File: config.mk
export PLATFORM = sky130hd
export DESIGN_NAME = cell_update_sequencer_flat
export DESIGN_NICKNAME = d
export VERILOG_FILES = /design/src/rtl/cell_update_sequencer_if.sv /design/src/rtl/cell_update_sequencer.sv /design/src/flat_wrapper.sv
export SDC_FILE = /design/constraint.sdc
export NUM_CORES = 1
export LEC_CHECK = 0
export ABC_CLOCK_PERIOD_IN_PS = 5200
export BUFFER_PORTS_ARGS = -buffer_cell sky130_fd_sc_hd__buf_4
export CELL_PAD_IN_SITES_DETAIL_PLACEMENT = 1
export CELL_PAD_IN_SITES_GLOBAL_PLACEMENT = 1
export CORE_MARGIN = 3
export CORE_UTILIZATION = 40
export CTS_BUF_LIST = sky130_fd_sc_hd__clkbuf_8
export DETAILED_ROUTE_END_ITERATION = 7
export PLACE_DENSITY_LB_ADDON = 0.1
export SLEW_MARGIN = 20
export SYNTH_ARGS = -nofsm -noshare
export SYNTH_HDL_FRONTEND = slang
export SYNTH_SLANG_ARGS = --single-unit
File: constraint.sdc
create_clock -name clk -period 5.2 [get_ports clk]
set_clock_uncertainty 0.05 [all_clocks]
set_input_delay 1.04 -clock clk [delete_from_list [all_inputs] [get_ports clk]]
set_output_delay 1.04 -clock clk [all_outputs]
set_load 0.02 [all_outputs]
File: src/rtl/cell_update_sequencer_if.sv
// Handshake and bus signals between the cell update sequencer, the game
// logic that supplies object flags, and the draw engine that consumes
// draw commands.
interface cell_update_sequencer_if;
    logic       frame_start;
    logic       full_redraw;
    logic       border;
    logic       snakeHead;
    logic       snakeBody;
    logic       apple;
    logic       cmd_done;
    logic [3:0] x;
    logic [3:0] y;
    logic [2:0] obj_code;
    logic       cmd_valid;
    logic       busy;
    logic       frame_done;

    modport master (
        input  frame_start, full_redraw, border, snakeHead, snakeBody, apple, cmd_done,
        output x, y, obj_code, cmd_valid, busy, frame_done
    );

    modport slave (
        output frame_start, full_redraw, border, snakeHead, snakeBody, apple, cmd_done,
        input  x, y, obj_code, cmd_valid, busy, frame_done
    );
endinterface

File: src/rtl/cell_update_sequencer.sv
// Cell update sequencer: scans a 16x12 grid once per frame request, compares
// each cell's object code against a frame buffer of what was last drawn, and
// issues a draw command (held until cmd_done) for every cell that changed or
// for every cell when a full redraw is active.
module cell_update_sequencer (
    input  logic                    clk,
    input  logic                    nrst,
    cell_update_sequencer_if.master bus
);
    localparam logic [3:0] X_LAST  = 4'd15;
    localparam logic [3:0] Y_LAST  = 4'd11;
    localparam logic [2:0] C_EMPTY  = 3'd0;
    localparam logic [2:0] C_BODY   = 3'd1;
    localparam logic [2:0] C_HEAD   = 3'd2;
    localparam logic [2:0] C_APPLE  = 3'd3;
    localparam logic [2:0] C_BORDER = 3'd4;

    typedef enum logic [1:0] {S_IDLE, S_SCAN, S_WAIT, S_DONE} state_t;

    state_t     r_state;
    state_t     w_next;
    logic [3:0] r_x;
    logic [3:0] r_y;
    logic [2:0] r_obj_code;
    logic [2:0] r_buf [0:15][0:11];
    logic       r_redraw_pending;
    logic       r_redraw_active;

    logic [2:0] w_code;
    logic       w_diff;
    logic       w_last;
    logic       w_accept;
    logic       w_advance;
    logic       w_busy;
    logic       w_frame_done;
    logic       w_cmd_valid;

    // Object priority: border hides everything, head hides body, body hides apple.
    function automatic logic [2:0] f_encode(input logic i_border, input logic i_head,
                                            input logic i_body, input logic i_apple);
        if (i_border)    return C_BORDER;
        else if (i_head) return C_HEAD;
        else if (i_body) return C_BODY;
        else if (i_apple) return C_APPLE;
        else             return C_EMPTY;
    endfunction

    assign w_code    = f_encode(bus.border, bus.snakeHead, bus.snakeBody, bus.apple);
    assign w_diff    = (w_code != r_buf[r_x][r_y]) || r_redraw_active;
    assign w_last    = (r_x == X_LAST) && (r_y == Y_LAST);
    assign w_accept  = (r_state == S_IDLE) && bus.frame_start;
    assign w_advance = ((r_state == S_SCAN) && !w_diff) ||
                       ((r_state == S_WAIT) && bus.cmd_done);

    // State register; reset abandons any outstanding command.
    always_ff @(posedge clk) begin
        if (!nrst) r_state <= S_IDLE;
        else       r_state <= w_next;
    end

    // Next-state decode; frame_start outside IDLE and cmd_done outside WAIT fall through unused.
    always_comb begin
        w_next = r_state;
        case (r_state)
            S_IDLE: if (bus.frame_start) w_next = S_SCAN;
            S_SCAN: begin
                if (w_diff)      w_next = S_WAIT;
                else if (w_last) w_next = S_DONE;
            end
            S_WAIT: if (bus.cmd_done) w_next = w_last ? S_DONE : S_SCAN;
            S_DONE: w_next = S_IDLE;
            default: w_next = S_IDLE;
        endcase
    end

    // Status outputs decoded from the state; cmd_valid is exactly "in WAIT".
    always_comb begin
        w_busy       = (r_state != S_IDLE);
        w_frame_done = (r_state == S_DONE);
        w_cmd_valid  = (r_state == S_WAIT);
    end

    // Cell counter: x runs fastest, wraps to (0,0) after the last cell and outside a scan.
    always_ff @(posedge clk) begin
        if (!nrst) begin
            r_x <= 4'd0;
            r_y <= 4'd0;
        end else if (w_advance) begin
            if (w_last) begin
                r_x <= 4'd0;
                r_y <= 4'd0;
            end else if (r_x == X_LAST) begin
                r_x <= 4'd0;
                r_y <= r_y + 4'd1;
            end else begin
                r_x <= r_x + 4'd1;
            end
        end else if ((r_state == S_IDLE) || (r_state == S_DONE)) begin
            r_x <= 4'd0;
            r_y <= 4'd0;
        end
    end

    // Frame buffer and command code, both captured on the cycle a command is issued.
    always_ff @(posedge clk) begin
        if (!nrst) begin
            r_obj_code <= C_EMPTY;
            for (int i = 0; i < 16; i++) begin
                for (int j = 0; j < 12; j++) begin
                    r_buf[i][j] <= C_EMPTY;
                end
            end
        end else if ((r_state == S_SCAN) && w_diff) begin
            r_buf[r_x][r_y] <= w_code;
            r_obj_code      <= w_code;
        end
    end

    // Redraw requests are latched at any time but only take effect at the start of a frame.
    always_ff @(posedge clk) begin
        if (!nrst) begin
            r_redraw_pending <= 1'b1;
            r_redraw_active  <= 1'b0;
        end else if (w_accept) begin
            r_redraw_active  <= r_redraw_pending | bus.full_redraw;
            r_redraw_pending <= 1'b0;
        end else begin
            if (bus.full_redraw)     r_redraw_pending <= 1'b1;
            if (r_state == S_DONE)   r_redraw_active  <= 1'b0;
        end
    end

    assign bus.x          = r_x;
    assign bus.y          = r_y;
    assign bus.obj_code   = r_obj_code;
    assign bus.cmd_valid  = w_cmd_valid;
    assign bus.busy       = w_busy;
    assign bus.frame_done = w_frame_done;
endmodule

File: src/flat_wrapper.sv
// flat-port wrapper written by rule: the top's interface ports become plain ports
module cell_update_sequencer_flat 
  (clk, nrst, bus_frame_start, bus_full_redraw, bus_border, bus_snakeHead, bus_snakeBody, bus_apple, bus_cmd_done, bus_x, bus_y, bus_obj_code, bus_cmd_valid, bus_busy, bus_frame_done);
  cell_update_sequencer_if bus_i ();
  input  logic clk;
  input  logic nrst;
  input wire logic [$bits(bus_i.frame_start)-1:0] bus_frame_start;
  input wire logic [$bits(bus_i.full_redraw)-1:0] bus_full_redraw;
  input wire logic [$bits(bus_i.border)-1:0] bus_border;
  input wire logic [$bits(bus_i.snakeHead)-1:0] bus_snakeHead;
  input wire logic [$bits(bus_i.snakeBody)-1:0] bus_snakeBody;
  input wire logic [$bits(bus_i.apple)-1:0] bus_apple;
  input wire logic [$bits(bus_i.cmd_done)-1:0] bus_cmd_done;
  output wire logic [$bits(bus_i.x)-1:0] bus_x;
  output wire logic [$bits(bus_i.y)-1:0] bus_y;
  output wire logic [$bits(bus_i.obj_code)-1:0] bus_obj_code;
  output wire logic [$bits(bus_i.cmd_valid)-1:0] bus_cmd_valid;
  output wire logic [$bits(bus_i.busy)-1:0] bus_busy;
  output wire logic [$bits(bus_i.frame_done)-1:0] bus_frame_done;
  assign bus_i.frame_start = bus_frame_start;
  assign bus_i.full_redraw = bus_full_redraw;
  assign bus_i.border = bus_border;
  assign bus_i.snakeHead = bus_snakeHead;
  assign bus_i.snakeBody = bus_snakeBody;
  assign bus_i.apple = bus_apple;
  assign bus_i.cmd_done = bus_cmd_done;
  assign bus_x = bus_i.x;
  assign bus_y = bus_i.y;
  assign bus_obj_code = bus_i.obj_code;
  assign bus_cmd_valid = bus_i.cmd_valid;
  assign bus_busy = bus_i.busy;
  assign bus_frame_done = bus_i.frame_done;
  cell_update_sequencer u_core (.clk(clk), .nrst(nrst), .bus(bus_i));
endmodule
# After elaboration in Yosys (flattened, before gate mapping)
# Memory sizes are Yosys's and may differ from the RTL's. A register that Yosys moved wholly into a read port is not among the register bits.
# Cells that the tools add are included.
[totals] latchBits=0 elab_cells=76 register_bits=15 mem_count=1 rom_bits=0 ram_bits=576 input_bits=9
[memory_table] memory="u_core.r_buf" depth=16 width=36 read_ports=1 rd_ports_with_merged_regs=1 write_ports=16 line_no="cell_update_sequencer.sv:25" rtl="logic [2:0] r_buf [0:15][0:11];"
[classes] eq_ne=10 order_cmp=2 div_mod_pow=0 shift=0 reduce_logical=18 mux=35 n_mul=0 n_bitwise=2 add_sub_neg=2
[op_table] operator="$mux 36" n=3
[op_table] operator="$mux 4" n=10
[op_table] operator="$reduce_or 36->1" n=1
[op_table] operator="$mux 3" n=6
[op_table] operator="$bmux 3 s4" n=1
[op_table] operator="$demux 3 s4" n=1
[op_table] operator="$mux 2" n=6
[op_table] operator="$add 4x1->4 const B" n=2
[op_table] operator="$eq 4x4->1 const B" n=2
[op_table] operator="$pmux 2 s4" n=1
[op_table] operator="$reduce_bool 2->1" n=4
[op_table] operator="$mux 1" n=7
[op_table] operator="$logic_and 1x1->1" n=6
[op_table] operator="$ge 5x5->1 const B" n=1
[op_table] operator="$lt 5x1->1 const B" n=1
[op_table] operator="$not 4->5" n=1
[op_table] operator="$eq 2x2->1 const B" n=2
[op_table] operator="$ne 2x2->1 const B" n=2
[op_table] operator="$logic_or 1x1->1" n=3
[op_table] operator="$ne 3x1->1 const B" n=1
[op_table] operator="$ne 3x2->1 const B" n=1
[op_table] operator="$ne 3x3->1" n=1
[op_table] operator="$reduce_and 3->1" n=1
[op_table] operator="$eq 2x1->1 const B" n=1
[op_table] operator="other kinds (4)" n=4

# Longest topological paths before layout
# Gate-level depths: netlist (run 1).
[depth] ltp_word=12 mapped_depth=19

# Least setup slack after synthesis (run 1)
# OpenSTA, ideal clock, no wires.
[synth_path] path_kind="reg-to-reg" from="register (tool-made name)" to="memory u_core.r_buf[3][18] (netlist bit), enable pin" path_stages_with_launch=17 n_path_buf=6 arrival_ns=3.756 period_less_slack_ns=4.150 slack_ns=1.050 setup_time_ns=0.344 path_cell_list="dfxtp_1 buf_6 buf_6 and2_1 buf_2 a22oi_1 a211oi_1 a2111o_1 a221oi_1 mux2_1 a311oi_2 o41a_1 buf_4 buf_12 nand4_4 buf_6 o21ai_0"
[synth_rtl] element="end: declaration" line_no="cell_update_sequencer.sv:25"

==> impl_metrics.env, run 1 <==
export IMPL_endpoint_kind="register"
export IMPL_grt_pass1_vias=19630
export IMPL_place_gp_congestion=0.9626
export IMPL_initial_core_util=0.4054
export IMPL_cts_buffers=104
export IMPL_antenna_found_initial=5
export IMPL_syn_cell_area_um2=27950
export IMPL_area_growth_pct=13.28
export IMPL_vdd_ir_drop_max_mv=0.1983
export IMPL_port_buffers=22
export IMPL_switchingPower_w=0.003134
export IMPL_outcome="finished clean"
export IMPL_cts_root_buf="clkbuf_8"
export IMPL_post_dp_cell_area_um2=29680
export IMPL_clockPowerShare=0.371
export IMPL_cts_num_sinks=595
export IMPL_comb_power_share=0.122
export IMPL_grt_pass1_wl_um=157300
export IMPL_synth_edf_count=576
export IMPL_ys_flop_type="edfxtp_1"
export IMPL_syn_nets=2232
export IMPL_setup_viol=0
export IMPL_ys_async_sr_fraction=0
export IMPL_drive_above_1_share=0.1907
export IMPL_p_leak_nw=9.943
export IMPL_synth_cell_type_count=66
export IMPL_fillers=7185
export IMPL_hold_ws_ns=0.4651
export IMPL_final_cell_area_um2=31660
export IMPL_fin_crit_sh=0.9812
export IMPL_hp_class="register to register"
export IMPL_place_detailed_hpwl_um=80090
export IMPL_die_area_um2=73080
export IMPL_drt_vias_per_instance=6.121
export IMPL_required_ns=5.50
export IMPL_htreeDepth=3
export IMPL_hold_viol_final=0
export IMPL_cts_hold_buf=0
export IMPL_path_class="register to register"
export IMPL_power_internal_w=0.008000
export IMPL_num_io_pins=23
export IMPL_fp_dieH_um=270.3
export IMPL_fmax_ghz=0.1960
export IMPL_grt_max_degree=98
export IMPL_ant_nets=0
export IMPL_cap_violations=0
export IMPL_dr_pass1_iters=6
export IMPL_powerDensity_nw_per_um2=351.7
export IMPL_drt_initial_drc_count=2929
export IMPL_arrival_ns=5.41
export IMPL_cts_tree="built"
export IMPL_layout_min_cycle_time_ns=5.102
export IMPL_rows=96
export IMPL_wl_per_cell_um=34.85
export IMPL_vias=20090
export IMPL_seq_area_frac_synth=0.6325
export IMPL_routed_wl_um=114400
export IMPL_nets=2288
export IMPL_r2r_cells=14
export IMPL_die_width_um=270.3
export IMPL_whs_path_depth=2
export IMPL_slew_viol_final=0
export IMPL_synth_seq_cells=595
export IMPL_grt_overflow=0
export IMPL_drc=0
export IMPL_grt_usage=0.3096
export IMPL_cts_max_path_buffers=3
export IMPL_cp_max_fo=28
export IMPL_switching_share=0.2815
export IMPL_relSlewSlack=0.2545
export IMPL_synthCells=2210
export IMPL_clock_latency_ns=0.75
export IMPL_tightest_slew_ns=1.115
export IMPL_synth_avg_cell_area_um2=12.65
export IMPL_core_area_um2=68950
export IMPL_ys_warn_count=0
export IMPL_path_clk_slew_ns=0.07
export IMPL_startpoint_type="register"
export IMPL_seqPwrFrac=0.507
## kinds of logic after synthesis
logic type	after synthesis	share of synthesized area
xor+xnor	2	0.0006269
fa+ha+maj	13	0.005820
compound gates	316	0.06653
flops	595	0.6325
simple gates	819	0.1254
mux	211	0.1223
buf+inv	254	0.04678
## synth_stat cells (5+ instances only)
| cell | count | area [µm²] |
|---|---|---|
| mux4_2 | 104 | 2342 |
| nand4_1 | 10 | 62.56 |
| nor2b_1 | 10 | 62.56 |
| nor2_1 | 603 | 2263 |
| mux2i_1 | 103 | 1031 |
| nand4_4 | 7 | 148.9 |
| inv_1 | 17 | 63.81 |
| or3_1 | 5 | 31.28 |
| and3_1 | 8 | 50.05 |
| nand2_1 | 71 | 266.5 |
| nand3_1 | 71 | 355.3 |
| edfxtp_1 | 576 | 17300 |
| buf_1 | 6 | 22.52 |
| buf_6 | 15 | 168.9 |
| nand4_2 | 5 | 62.56 |
| ha_1 | 13 | 162.7 |
| nor3_1 | 9 | 45.04 |
| o21ai_1 | 20 | 100.1 |
| a22oi_1 | 44 | 330.3 |
| dfxtp_1 | 19 | 380.4 |
| a21oi_1 | 25 | 125.1 |
| clkbuf_1 | 112 | 420.4 |
| buf_2 | 55 | 275.3 |
| a31oi_1 | 7 | 43.79 |
| clkbuf_2 | 5 | 25.02 |
| buf_4 | 40 | 300.3 |
| o21ai_0 | 184 | 920.9 |
## state kept, by name (all words and copies together) (netlist names), named ones only
name / flops
u_core.bus.obj_code: 3
u_core.bus.x: 4
u_core.bus.y: 4
u_core.r_buf: 576
u_core.r_redraw_active: 1
u_core.r_redraw_pending: 1
u_core.r_state: 2
## metal layers
metal	routed length [µm]	global-route usage	vias to the layer above
li1	-	-	8228
met1	46630	0.4320	10520
met2	51790	0.4733	1145
met3	10880	0.06325	200
met4	5092	0.1296	0
met5	0	0	-
## through the flow
stage	setup TNS (ns)	util	cells	total power, W	setup WS, ns
after floorplan	0	-	2210	0.006397	1.050
after global placement	0	0.4305	3087	0.007044	0.1387
after detailed placement	0	0.4305	3087	0.007063	0.01463
after CTS	0	0.4587	3277	0.01116	0.09773
after global routing	-0.2780	0.4592	3281	0.01145	-0.02886
final	0	0.4592	3282	0.01113	0.09768
## power by group through the flow
stage / clock, W / combinational (W) / sequential, W
finish: 0.00413 / 0.00136 / 0.00565
global route: 0.00438 / 0.00141 / 0.00566
floorplan: 0 / 0.000770 / 0.00563
global placement: 0 / 0.00131 / 0.00574
detailed placement: 0 / 0.00132 / 0.00574
CTS: 0.00418 / 0.00133 / 0.00564
## layout make-up
class,instances,area (µm²),share of cell area
inverter,20,75.07,0.002371
antenna,2,5.005,0.0001581
multi-input combinational,1361,9012,0.2847
clock inverter,85,488.0,0.01541
tap,931,1165,0.03679
timing repair buffer,184,1793,0.05663
sequential,595,17690,0.5587
clock buffer,104,1431,0.04521
## timing repair
action | 4_1_cts | 5_1_grt
setup endpoints to repair | 11 | 84
gates resized for setup | 0 | 6
pin swaps | 0 | 0
hold endpoints to repair | 0 | 0
buffers inserted | 1 | 3
## worst paths after layout
path / startpoint / slack (ns) / endpoint
setup / recovery: register / 0.1 / u_core.r_buf[3][9]$_SDFFCE_PN0P_
hold / removal: u_core.r_redraw_pending$_SDFFE_PN1P_ / 0.47 / u_core.r_redraw_pending$_SDFFE_PN1P_
setup reg to reg: register / 0.1 / u_core.r_buf[3][9]$_SDFFCE_PN0P_
hold reg to reg: u_core.r_redraw_pending$_SDFFE_PN1P_ / 0.47 / u_core.r_redraw_pending$_SDFFE_PN1P_
## layout by cell type (no fill, tap or decap), types with 8 or more instances in the layout
cell / instances
clkbuf_8: 104
o21ai_0: 180
nor2_1: 602
mux2i_1: 103
nand3_1: 71
buf_12: 31
clkinv_1: 30
and3_1: 8
o21ai_1: 24
nand2_1: 71
clkinv_2: 14
dfxtp_1: 15
buf_4: 151
nand4_1: 10
nand4_4: 11
ha_1: 13
nor3_1: 8
nor2b_1: 10
edfxtp_1: 576
inv_1: 50
mux4_2: 104
a22oi_1: 44
a21oi_1: 25
## worst max-delay path, cell delays in order, from the launching register on
cell and delay (ns):
dfxtp_2 0.67, buf_12 0.27, buf_4 0.23, mux4_2 0.37
mux4_2 0.46, or2_0 0.22, a41oi_1 0.30, nor4b_2 0.43
xnor2_1 0.20, o41a_1 0.22, buf_12 0.20, buf_4 0.17
nand4_2 0.14, buf_4 0.30, o21ai_0 0.44
(Power assumes the default switching activity.)
==> inputs of run 2 (changes only) <==
- BUFFER_PORTS_ARGS: -buffer_cell sky130_fd_sc_hd__buf_4 -> -buffer_cell sky130_fd_sc_hd__buf_2
==> impl_metrics.env, run 2 (same netlist as run 1, synthesis figures left out) <==
export IMPL_outcome="finished clean"
export IMPL_reg2reg_slack_ns=0.18
export IMPL_path_class="register to register"
export IMPL_num_io_pins=23
export IMPL_grt_pass1_vias=19300
export IMPL_powerDensity_nw_per_um2=350.0
export IMPL_grt_overflow=0
export IMPL_finalSetupTns_ns=0
export IMPL_regArea_um2=17690
export IMPL_die_width_um=270.3
export IMPL_cap_violations=0
export IMPL_relSlewSlack=0.2194
export IMPL_drt_initial_drc_count=2545
export IMPL_area_growth_pct=11.38
export IMPL_instances_no_fill=3239
export IMPL_place_gp_congestion=0.9819
export IMPL_drive_above_1_share=0.1735
export IMPL_r2r_end="u_core.r_buf[8][25]$_SDFFCE_PN0P_"
export IMPL_critPathCapture="u_core.r_buf[8][25]$_SDFFCE_PN0P_"
export IMPL_port_buffers=22
export IMPL_initial_core_util=0.4054
export IMPL_fp_dieH_um=270.3
export IMPL_nets=2247
export IMPL_place_inst=3051
export IMPL_cts_max_path_buffers=3
export IMPL_antenna_found_initial=6
export IMPL_grt_usage=0.3077
export IMPL_cts_root_buf="clkbuf_8"
export IMPL_place_detailed_hpwl_um=81190
export IMPL_path_clk_slew_ns=0.07
export IMPL_startpoint_type="register"
export IMPL_drc=0
export IMPL_path_common_cell="buf_12"
export IMPL_cp_max_fo=32
export IMPL_slowest_stage="o21ai_0"
export IMPL_p_leak_nw=9.689
export IMPL_endpoint_kind="register"
export IMPL_tightest_slew_ns=1.167
export IMPL_cts_num_sinks=595
export IMPL_setup_viol=0
export IMPL_routed_wl_um=112900
export IMPL_drt_vias_per_instance=6.088
export IMPL_hp_class="register to register"
export IMPL_cpPeakStageDelay_ns=0.60
export IMPL_fillers=7145
export IMPL_required_ns=5.48
export IMPL_cts_buffers=103
export IMPL_cts_resized=0
export IMPL_grt_setup_unrepaired="false"
export IMPL_holdCritStartpoint="u_core.r_redraw_pending$_SDFFE_PN1P_"
export IMPL_vdd_ir_drop_max_mv=0.1875
export IMPL_htreeDepth=3
export IMPL_hold_viol_final=0
export IMPL_clock_latency_ns=0.72
export IMPL_post_cts_buffers=0
export IMPL_fin_crit_sh=0.9649
export IMPL_grt_pass1_wl_um=155900
export IMPL_crit_chain="buf_12 -> buf_4 -> mux4_2 -> a2111oi_1 -> o41a_1 -> a221oi_1 -> mux2_1 -> a311oi_2 -> o41a_1 -> buf_12 -> nand4_4 -> buf_12 -> o21ai_0"
export IMPL_rows=96
export IMPL_arrival_ns=5.30
export IMPL_mostFrequentLayoutCells="nor2_1 (602), edfxtp_1 (576), o21ai_0 (183), clkbuf_8 (110), mux4_2 (104)"
export IMPL_ant_nets=0
export IMPL_dr_pass1_iters=6
export IMPL_multi_input_area_um2=9011
export IMPL_core_area_um2=68950
export IMPL_wl_per_cell_um=34.86
export IMPL_slew_viol_final=0
export IMPL_grt_max_degree=133
export IMPL_layout_min_cycle_time_ns=5.017
export IMPL_cts_hold_buf=0
export IMPL_fmax_ghz=0.1993
export IMPL_regMostFlops="u_core.r_buf"
export IMPL_vias=19720
export IMPL_largest_reg_flops=576
export IMPL_cts_tree="built"
export IMPL_die_area_um2=73080
export IMPL_r2r_cells=13
export IMPL_final_common_cell="nor2_1"
## run 2: cell count changes in the layout (fill, tap and decap cells not counted), sizes merged
cell and delta:
buf -40, clkinv -9, inv +2, clkinvlp +1, bufinv -3, clkbuf +6
## run 2: per-layer routing
metal | vias up | wire, µm | global-route usage
li1 | 8134 | - | -
met1 | 10510 | 47630 | 0.4371
met2 | 919 | 53690 | 0.4999
met3 | 158 | 8417 | 0.04264
met4 | 2 | 3165 | 0.08049
met5 | - | 8 | 0
## run 2: how the worst min path moves through the flow
stage	to	slack (ns)	cells after the start
6_report	u_core.r_redraw_active$_SDFFE_PN0P_	0.47	1
5_1_grt	u_core.r_redraw_active$_SDFFE_PN0P_	0.49	1
4_1_cts	u_core.r_redraw_pending$_SDFFE_PN1P_	0.46	2
3_5_place_dp	u_core.r_redraw_pending$_SDFFE_PN1P_	0.43	2
3_3_place_gp	u_core.r_redraw_pending$_SDFFE_PN1P_	0.43	2
2_1_floorplan	u_core.r_redraw_pending$_SDFFE_PN1P_	0.41	2
## run 2: cell type report
| class | instances | area share |
|---|---|---|
| Tap cell | 931 | 0.03742 |
| Antenna cell | 2 | 0.0001608 |
| Clock buffer | 110 | 0.04864 |
| Clock inverter | 76 | 0.01041 |
| Sequential cell | 595 | 0.5683 |
| Timing Repair Buffer | 144 | 0.04321 |
| Inverter | 20 | 0.002412 |
| Multi-Input combinational cell | 1361 | 0.2895 |
## run 2: power by group
part / switching [W] / internal, W / total, W
Sequential: 0.000177 / 0.00549 / 0.00566
Clock: 0.00199 / 0.00194 / 0.00393
Combinational: 0.000854 / 0.000447 / 0.00130
Total: 0.00302 / 0.00788 / 0.0109
## run 2: metrics by stage
stage / worst slack, ns / utilization / total power, W / cell area, µm² / hold slack, ns
2_1_floorplan: 1.050 / - / 0.006397 / 27950 / 0.4060
5_1_grt: 0.003615 / 0.4515 / 0.01122 / 31130 / 0.4944
3_3_place_gp: 0.2867 / 0.4247 / 0.007004 / 29280 / 0.4302
3_5_place_dp: 0.2033 / 0.4247 / 0.007027 / 29280 / 0.4284
4_1_cts: 0.1815 / 0.4513 / 0.01093 / 31120 / 0.4555
6_report: 0.1826 / 0.4515 / 0.01089 / 31130 / 0.4670
## run 2: critical path: cells and delay by family (launching register included)
| family | cells | cell delay, ns |
|---|---|---|
| DFF | 1 | 0.49 |
| and+or+nand+nor | 1 | 0.17 |
| AOI/OAI and AO/OA | 6 | 2.12 |
| muxes | 2 | 0.92 |
| buffers and inverters | 4 | 0.81 |
